$ cat src/rtl/stack_cpu_param.sv
// stack_cpu_param: single-cycle parametrised stack machine, external combinational imem, internal data RAM.
// Define MUL_EN to enable opcode 8 (signed MUL); otherwise opcode 8 is illegal and faults.
module stack_cpu_param #(
  parameter int unsigned DATA_W      = 8,
  parameter int unsigned OP_W        = 8,
  parameter int unsigned STACK_DEPTH = 8
) (
  input  logic                     clk,
  input  logic                     reset,
  output logic [OP_W-1:0]          imem_addr,
  input  logic [OP_W+3:0]          imem_data,
  input  logic signed [DATA_W-1:0] X,
  output logic signed [DATA_W-1:0] Y,
  output logic                     error,
  output logic                     fault,
  output logic                     halted
);
  localparam int unsigned SP_W  = $clog2(STACK_DEPTH + 1);
  localparam int unsigned IDX_W = $clog2(STACK_DEPTH);
  localparam int unsigned STK_N = 2 ** IDX_W;
  localparam int unsigned MEM_N = 2 ** OP_W;
  localparam logic [OP_W-1:0] IN_ADDR  = OP_W'(MEM_N - 8);
  localparam logic [OP_W-1:0] OUT_ADDR = OP_W'(MEM_N - 1);
  localparam logic [SP_W-1:0] SP_FULL  = SP_W'(STACK_DEPTH);

  typedef enum logic [3:0] {
    OP_PUSHC = 4'h0, OP_PUSH = 4'h1, OP_POP = 4'h2, OP_JUMP = 4'h3,
    OP_JZ    = 4'h4, OP_DUP  = 4'h5, OP_ADD = 4'h6, OP_SUB  = 4'h7,
    OP_MUL   = 4'h8, OP_HALT = 4'hF
  } opcode_e;

  typedef struct packed {
    logic [3:0]      opcode;
    logic [OP_W-1:0] operand;
  } instr_t;

  instr_t            instr;
  logic [OP_W-1:0]   pc_q, pc_d;
  logic [SP_W-1:0]   sp_q, sp_d;
  logic [DATA_W-1:0] y_q, y_d;
  logic              error_q, error_d, fault_q, fault_d, halted_q, halted_d;

  logic [DATA_W-1:0] stk_q [STK_N];
  logic [DATA_W-1:0] ram_q [MEM_N];
  logic              stk_we, ram_we;
  logic [IDX_W-1:0]  stk_waddr;
  logic [DATA_W-1:0] stk_wdata, ram_wdata;
  logic [OP_W-1:0]   ram_waddr;

  logic [IDX_W-1:0]  top_idx, sec_idx, push_idx;
  logic [DATA_W-1:0] a, b, imm, sum, diff, ld_data;
  logic              full, has1, has2, add_ovf, sub_ovf, bad;

  assign instr    = instr_t'(imem_data);
  assign top_idx  = IDX_W'(sp_q - SP_W'(1));
  assign sec_idx  = IDX_W'(sp_q - SP_W'(2));
  assign push_idx = IDX_W'(sp_q);
  assign b        = stk_q[top_idx];
  assign a        = stk_q[sec_idx];
  assign imm      = DATA_W'($signed(instr.operand));
  assign sum      = a + b;
  assign diff     = a - b;
  assign add_ovf  = (a[DATA_W-1] == b[DATA_W-1]) && (sum[DATA_W-1] != a[DATA_W-1]);
  assign sub_ovf  = (a[DATA_W-1] != b[DATA_W-1]) && (diff[DATA_W-1] != a[DATA_W-1]);
  assign full     = (sp_q == SP_FULL);
  assign has1     = (sp_q != '0);
  assign has2     = (sp_q >= SP_W'(2));

`ifdef MUL_EN
  logic signed [2*DATA_W-1:0] prod;
  logic [DATA_W-1:0]          prod_lo;
  logic                       mul_ovf;
  assign prod    = (2*DATA_W)'($signed(a)) * (2*DATA_W)'($signed(b));
  assign prod_lo = prod[DATA_W-1:0];
  assign mul_ovf = (prod != (2*DATA_W)'($signed(prod_lo)));
`endif

  // Memory-mapped load source: X and Y shadow their RAM addresses.
  always_comb begin
    if (instr.operand == IN_ADDR)       ld_data = X;
    else if (instr.operand == OUT_ADDR) ld_data = y_q;
    else                                ld_data = ram_q[instr.operand];
  end

  always_comb begin
    pc_d      = pc_q;
    sp_d      = sp_q;
    y_d       = y_q;
    error_d   = error_q;
    fault_d   = fault_q;
    halted_d  = halted_q;
    stk_we    = 1'b0;
    stk_waddr = push_idx;
    stk_wdata = imm;
    ram_we    = 1'b0;
    ram_waddr = instr.operand;
    ram_wdata = b;
    bad       = 1'b0;
    if (!halted_q) begin
      pc_d = pc_q + OP_W'(1);
      case (instr.opcode)
        OP_PUSHC: if (full) bad = 1'b1;
                  else begin stk_we = 1'b1; stk_wdata = imm; sp_d = sp_q + SP_W'(1); end
        OP_PUSH:  if (full) bad = 1'b1;
                  else begin stk_we = 1'b1; stk_wdata = ld_data; sp_d = sp_q + SP_W'(1); end
        OP_POP:   if (!has1) bad = 1'b1;
                  else begin
                    sp_d = sp_q - SP_W'(1);
                    if (instr.operand == OUT_ADDR)     y_d = b;
                    else if (instr.operand != IN_ADDR) ram_we = 1'b1;
                  end
        OP_JUMP:  pc_d = instr.operand;
        OP_JZ:    if (!has1) bad = 1'b1;
                  else begin
                    sp_d = sp_q - SP_W'(1);
                    if (b == '0) pc_d = instr.operand;
                  end
        OP_DUP:   if (!has1 || full) bad = 1'b1;
                  else begin stk_we = 1'b1; stk_wdata = b; sp_d = sp_q + SP_W'(1); end
        OP_ADD:   if (!has2) bad = 1'b1;
                  else begin
                    stk_we = 1'b1; stk_waddr = sec_idx; stk_wdata = sum; sp_d = sp_q - SP_W'(1);
                    if (add_ovf) error_d = 1'b1;
                  end
        OP_SUB:   if (!has2) bad = 1'b1;
                  else begin
                    stk_we = 1'b1; stk_waddr = sec_idx; stk_wdata = diff; sp_d = sp_q - SP_W'(1);
                    if (sub_ovf) error_d = 1'b1;
                  end
`ifdef MUL_EN
        OP_MUL:   if (!has2) bad = 1'b1;
                  else begin
                    stk_we = 1'b1; stk_waddr = sec_idx; stk_wdata = prod_lo; sp_d = sp_q - SP_W'(1);
                    if (mul_ovf) error_d = 1'b1;
                  end
`endif
        OP_HALT:  begin halted_d = 1'b1; pc_d = pc_q; end
        default:  bad = 1'b1;
      endcase
      // A faulting instruction leaves all architectural state untouched.
      if (bad) begin
        pc_d     = pc_q;
        sp_d     = sp_q;
        y_d      = y_q;
        stk_we   = 1'b0;
        ram_we   = 1'b0;
        error_d  = 1'b1;
        fault_d  = 1'b1;
        halted_d = 1'b1;
      end
    end
  end

  always_ff @(posedge clk or posedge reset) begin
    if (reset) begin
      pc_q     <= '0;
      sp_q     <= '0;
      y_q      <= '0;
      error_q  <= 1'b0;
      fault_q  <= 1'b0;
      halted_q <= 1'b0;
    end else begin
      pc_q     <= pc_d;
      sp_q     <= sp_d;
      y_q      <= y_d;
      error_q  <= error_d;
      fault_q  <= fault_d;
      halted_q <= halted_d;
    end
  end

  // Stack and data RAM are not cleared by reset, but reset blocks writes.
  always_ff @(posedge clk) begin
    if (stk_we && !reset) stk_q[stk_waddr] <= stk_wdata;
    if (ram_we && !reset) ram_q[ram_waddr] <= ram_wdata;
  end

  assign imem_addr = pc_q;
  assign Y         = y_q;
  assign error     = error_q;
  assign fault     = fault_q;
  assign halted    = halted_q;

endmodule

$ cat config.mk
export PLATFORM = sky130hd
export DESIGN_NAME = stack_cpu_param
export DESIGN_NICKNAME = d
export VERILOG_FILES = /design/src/rtl/stack_cpu_param.sv
export SDC_FILE = /design/constraint.sdc
export NUM_CORES = 2
export LEC_CHECK = 0
export CAP_MARGIN = 30
export CORE_ASPECT_RATIO = 0.75
export CORE_MARGIN = 2
export CORE_UTILIZATION = 30
export DETAILED_ROUTE_END_ITERATION = 10
export MAX_ROUTING_LAYER = met4
export PLACE_DENSITY = 0.42
export SLEW_MARGIN = 5
export SYNTH_ARGS = -nofsm -noshare
export SYNTH_HDL_FRONTEND = slang
export SYNTH_SLANG_ARGS = --single-unit
$ cat constraint.sdc
create_clock -name clk -period 17.6 [get_ports clk]
set_input_delay 1.76 -clock clk [delete_from_list [all_inputs] [get_ports clk]]
set_output_delay 1.76 -clock clk [all_outputs]
set_load 0.05 [all_outputs]
Word-level counts from Yosys, hierarchy flattened

Memory sizes are Yosys's and may differ from the RTL's.
Cells that the tools add are included.

Eq/ne operators: 24
Mux-type cells: 50
Reductions and logical operators: 21
Add/subtract/negate cells: 6
Bitwise gates (word level): 3
Magnitude comparators: 1

Operator list:

| cell                  | number |
|---|---|
| $mux W8               | 9 |
| $pmux W8 S4           | 1 |
| $mux W1               | 28 |
| $pmux W8 S3           | 1 |
| $eq A4 B3 Y1 const B  | 4 |
| $eq A8 B8 Y1 const B  | 2 |
| $mux W4               | 4 |
| $pmux W4 S4           | 1 |
| $ne A3 B3 Y1 const B  | 4 |
| $mux W3               | 3 |
| $add A8 B1 Y8 const B | 1 |
| $add A8 B8 Y8         | 1 |
| $eq A4 B2 Y1 const B  | 2 |
| $eq A4 B4 Y1 const B  | 2 |
| $logic_not A8 Y1      | 1 |
| $ne A8 B8 Y1 const B  | 1 |
| $reduce_bool A4 Y1    | 2 |
| $reduce_or A2 Y1      | 4 |
| $sub A8 B8 Y8         | 1 |
| $reduce_and A7 Y1     | 1 |
| $reduce_and A6 Y1     | 1 |
| $pmux W1 S5           | 1 |
| $reduce_and A5 Y1     | 1 |
| $add A4 B1 Y4 const B | 1 |
| 18 further kinds      | 28 |

Memory bits (writable): 2112
Flip-flop bits (word level): 23
Output and inout port bits: 19
Memories kept: 2
Word-level logic and storage cells: 113
Input port bits: 22

Memories:

| name  | words | width | read ports | clocked after Yosys merged registers in | wr ports | RTL line | text |
|---|---|---|---|---|---|---|---|
| ram_q | 256   | 8     | 1          | 0                                       | 1        | 44       | `logic [DATA_W-1:0] ram_q [MEM_N];` |
| stk_q | 8     | 8     | 2          | 0                                       | 1        | 43       | `logic [DATA_W-1:0] stk_q [STK_N];` |

Depth between registers and ports, before layout

Word-level depth: 11
Mapped depth: 19
Gate-level depth less buffers: 14

Worst setup path before layout

Ideal clock, no wire load.

Path type: flip-flop to flip-flop
From: reg sp_q[0]
To: mem stk_q[0][4], data pin
Arrival: 7.522 ns
Slack: 9.841 ns
Clock period less this slack: 7.759 ns
Library setup time: 0.237 ns
Buffers on the path: 5
Stages on the path, launching flop included: 20
Data required time: 17.363 ns
Cells stage by stage: dfrtp_1 > buf_6 > buf_2 > clkbuf_1 > inv_1 > ha_1 > buf_2 > buf_1 > mux4_2 > mux2i_1 > inv_1 > fa_1 > nor2b_1 > o21ai_0 > nand2b_1 > o221a_2 > o31ai_1 > o21a_1 > o22ai_1 > a31oi_1

Word-level cells in the longest chain between the ends: 6
Elaborated cells between the ends (all ways): 16
Those cells by class: add/sub (4); order compare (1); eq/ne (1); mux (6); reduce/logical (3); memory (1)

Ends and longest elaborated chain:

| item                                                  | RTL line | text |
|---|---|---|
| start: declaration                                    | 39       | `logic [SP_W-1:0] sp_q, sp_d;` |
| start signal: assignment                              | 164      | `sp_q <= sp_d;` |
| $sub A4 B1 Y4 *                                       | -        |  |
| $mem_v2 Z8 W8 *                                       | -        |  |
| net b[1]                                              | 51       | `logic [DATA_W-1:0] a, b, imm, sum, diff, ld_data;` |
| $sub A8 B8 Y8 / $add A8 B8 Y8 (equally long branches) | 62, 61   |  |
| $mux W8, on equally long branches                     | 125, 120 |  |
| $pmux W8 S4 *                                         | 101      | `case (instr.opcode)` |
| $mux W8 *                                             | 99       | `if (!halted_q) begin` |
| net stk_wdata[4]                                      | 47       | `logic [DATA_W-1:0] stk_wdata, ram_wdata;` |
| end: declaration                                      | 43       |  |

The timed path passes the listed nets; every way through them passes the cells marked *.

Worst setup path after layout

From: in imem_data[0]
To: mem stk_q[4][7], data pin

Word-level cells in the longest chain between the ends: 6
Elaborated cells between the ends (all ways): 8
Those cells by class: eq/ne (2); mux (5); memory (1)

Ends and longest elaborated chain:

| item                                                   | RTL line | text |
|---|---|---|
| start: declaration                                     | 11       | `input logic [OP_W+3:0] imem_data,` |
| $mem_v2 Z256 W8 / $eq A8 B8 Y1 (equally long branches) | -        |  |
| $mux W8                                                | 81       | `else if (instr.operand == OUT_ADDR) ld_data = y_q;` |
| $mux W8 *                                              | 80       | `if (instr.operand == IN_ADDR) ld_data = X;` |
| $mux W8 *                                              | 104      | `OP_PUSH: if (full) bad = 1'b1;` |
| $pmux W8 S4 *                                          | 101      |  |
| $mux W8 *                                              | 99       |  |
| net stk_wdata[7]                                       | 47       |  |

Marks and branches as above.

==> run metrics <==
outcome=finished clean; worst hold stages=1; Core Region=about 280,000 um2; Clock Skews=74.2 ps; Die H=about 470 um; RePlAce Congestion=roughly 0.84; vias per cell=around 5.2; CP peak stage delay=~750 ps; hold_ws=around 470 ps; total clock buffers created by CTS=~210; R2R Setup Slk=between 10,000 and 15,000 ps; CTS max path bufs=4; R2R cell count=11; Num Clock Sinks=between 2,000 and 2,500; top area cells in the synthesized netlist=edfxtp_1 74%, mux4_2 16%, nor2_1 1.4%; FF-to-FF End=ram_q[11][3]; critical setup path kind=in2reg; fin crit period=~7000 ps; top cell type's share of synthesized area=0.745; Crit-path slowest cell=o41ai_2; Area Overhead vs Synth=14.2%; Initial Util=0.301; # rows=169; htree depth=4; worst-margin pin slew=1090 ps; Final Cycle Share=0.396; CTS tree=yes; final hold violation count=0; final net count=4,303; DR DRC count=0; Reg clk slew, reported paths=60 ps; WL/cell=about 33 um; Setup violations, final=0; critical path fanouts, max=59; unrepaired setup endpoints after global routing=false; pin count of the biggest net entering global routing=161; Cells after Synth=4,091; leak pwr=29.6 nW; Yosys reg bits=roughly 2,100; DP HPWL=approximately 170,000 um; initial antenna violation count=31; vias in the first global route=between 40,000 and 50,000; post-synth cell types=a little under 80; Die Footprint=around 290,000 um2; Skew-Pair Late Insertion Delay=900 ps; Primary FF master, synth=edfxtp_1; achievable frequency=between 0.1 and 0.15 GHz; post-synthesis instance area=about 85,000 um2; ANT nets after route=0; drt initial violations=5,474; fraction of layout cells with a size suffix above 1=0.241; Maximum Capacitance Violations=0; Critical Path End Type=flop; share of flip-flops with an asynchronous set or reset=0.0108; GR Util All Layers=0.191; Post-synth EDFFs=2,110; clk root buf=clkbuf_16; TritonRoute pass-1 iters=5; cell chain of the critical path=buf_8 -> buf_4 -> buf_4 -> buf_4 -> mux4_2 -> a32oi_1 -> and4_1 -> nand4_1 -> o41ai_2 -> a2bb2oi_1; Max VDD drop=0.0931 mV; first-pass GRT wire length=~370,000 um; Post-Route WL=270,000 um; Worst slew margin=0.267; worst path arrival time=about 7500 ps; Boundary Pins=41; Final Util=0.344; HP Class=reg2reg; total gr overflow=0; Die X=between 600 and 700 um; hold_buf cts=0; # port buffers=40; yosys warns=0; cell taking the most area after synthesis=edfxtp_1; Setup Buffers After CTS=0; Max Slew Vio Count=0; Pwr Density=between 100 and 150 nW/um2; Hold EP=fault; FF-to-FF Start=sp_q[0]; worst hold start=fault; CP Launch Type=input pin; sequential fraction of the synthesis area=0.752; most used cell, CP=buf_4; Worst EP required=approximately 18,000 ps; via count=42,900; setup TNS=0 ps; Mean Syn Cell Area=20.8 um2; PostCTS Resize Cnt=0
cells in the mapped netlist, types with 4 or more instances:
cell type and n:
a22oi_1 48, nand3_1 46, o21a_1 5, xor2_1 4, xnor2_1 5, o22ai_1 14, a32oi_1 4, mux4_2 590
a2111oi_0 7, nor2_1 322, dfrtp_1 23, o21ai_1 7, inv_1 19, a221o_1 4, a31oi_1 18, and2_1 10
buf_1 32, nand2b_1 12, edfxtp_1 2110, o31ai_1 8, buf_2 74, o221ai_1 7, mux2i_1 107, buf_4 26
nand4_1 17, o2111ai_1 5, nand2_1 130, a211oi_1 17, a311oi_1 5, nor4_1 11, a21oi_1 66, nor3_1 26
ha_1 21, o21ai_0 34, nor2b_1 28, o211ai_1 13, mux2_2 14, a211o_1 4, clkbuf_1 106, a221oi_1 5
and3_1 12
final cells by class:
class	instances	area [um2]
antenna	11	27.5
clock buffer	284	5710
clock inverter	91	693
fill	26400	185000
inverter	25	139
multi-input combinational	1705	20200
sequential	2133	63900
tap	3762	4710
timing repair buffer	179	1740
kinds of logic (layout without fill, tap and decap cells):
logic type / after synthesis / in the layout / share of synthesized area
compound gates: 298 / 298 / 0.0240
xor+xnor: 9 / 9 / 0.000927
fa+ha+maj: 23 / 23 / 0.00356
buf+inv: 266 / 579 / 0.0142
flops: 2133 / 2133 / 0.752
mux: 713 / 713 / 0.171
other cells: 1 / 25 / 0.0000441
simple gates: 648 / 648 / 0.0343
registers in the layout, indices dropped and copies added, names as in the netlist:
name       cells
ram_q       2046
sp_q           4
stk_q         64
Y              8
imem_addr      8
fault          1
halted         1
error          1
report_power, final:
part	internal [mW]	switching (mW)
sequential	6.23	0.00673
clock	2.41	1.97
combinational	0.362	1.25
total	9.01	3.22
worst max-delay path by stage:
stage	start	end	slack, ps	cells past startpoint
floorplan	sp_q[0]	stk_q[0][4]	9840	19
global placement	imem_data[0]	stk_q[0][7]	9100	11
detailed placement	imem_data[0]	stk_q[6][7]	9640	11
CTS	imem_data[0]	stk_q[4][7]	10590	10
global route	imem_data[0]	stk_q[4][7]	10410	11
finish	imem_data[0]	stk_q[4][7]	10630	10
metal layers:
metal,GRT usage,wire (um),vias to the layer above
met4,0.0377,5450,0
met5,-,0,-
met2,0.270,117000,1545
met3,0.0364,19300,302
met1,0.285,128000,23600
li1,-,-,17400
stage by stage:
step	power, mW	std cells	setup WS (ps)	cell area [um2]
floorplan	7.24	4104	9840	85100
global placement	7.93	7764	9100	90200
detailed placement	7.97	7786	9640	90400
CTS	12.3	8161	10590	96800
global route	12.6	8189	10410	97100
finish	12.2	8190	10630	97100
worst max-delay path, delay by kind of cell:
family / cells / cell delay (ps)
buffers and inverters: 4 / 2440
AND/OR/NAND/NOR: 2 / 690
multiplexers: 1 / 620
AO/OA/AOI/OAI: 3 / 1700
layout by cell type (no fill, tap or decap), drive strengths merged, types with 12 or more instances in the layout:
cell type / netlist / final
edfxtp: 2110 / 2110
mux4: 591 / 591
nor2: 322 / 322
clkbuf: 106 / 284
buf: 135 / 147
nand2: 130 / 130
mux2i: 107 / 107
clkinv: 3 / 79
a21oi: 68 / 68
a22oi: 48 / 48
nand3: 46 / 46
o21ai: 41 / 41
clkdlybuf4s50: 0 / 32
nor2b: 28 / 28
nor3: 26 / 26
inv: 22 / 25
dfrtp: 23 / 23
ha: 21 / 21
a31oi: 19 / 19
nand4: 17 / 17
a211oi: 17 / 17
mux2: 15 / 15
o22ai: 14 / 14
conb: 1 / 14
o211ai: 13 / 13
and3: 12 / 12
nand2b: 12 / 12
nor4: 12 / 12
Power figures use the tool's default switching activity.
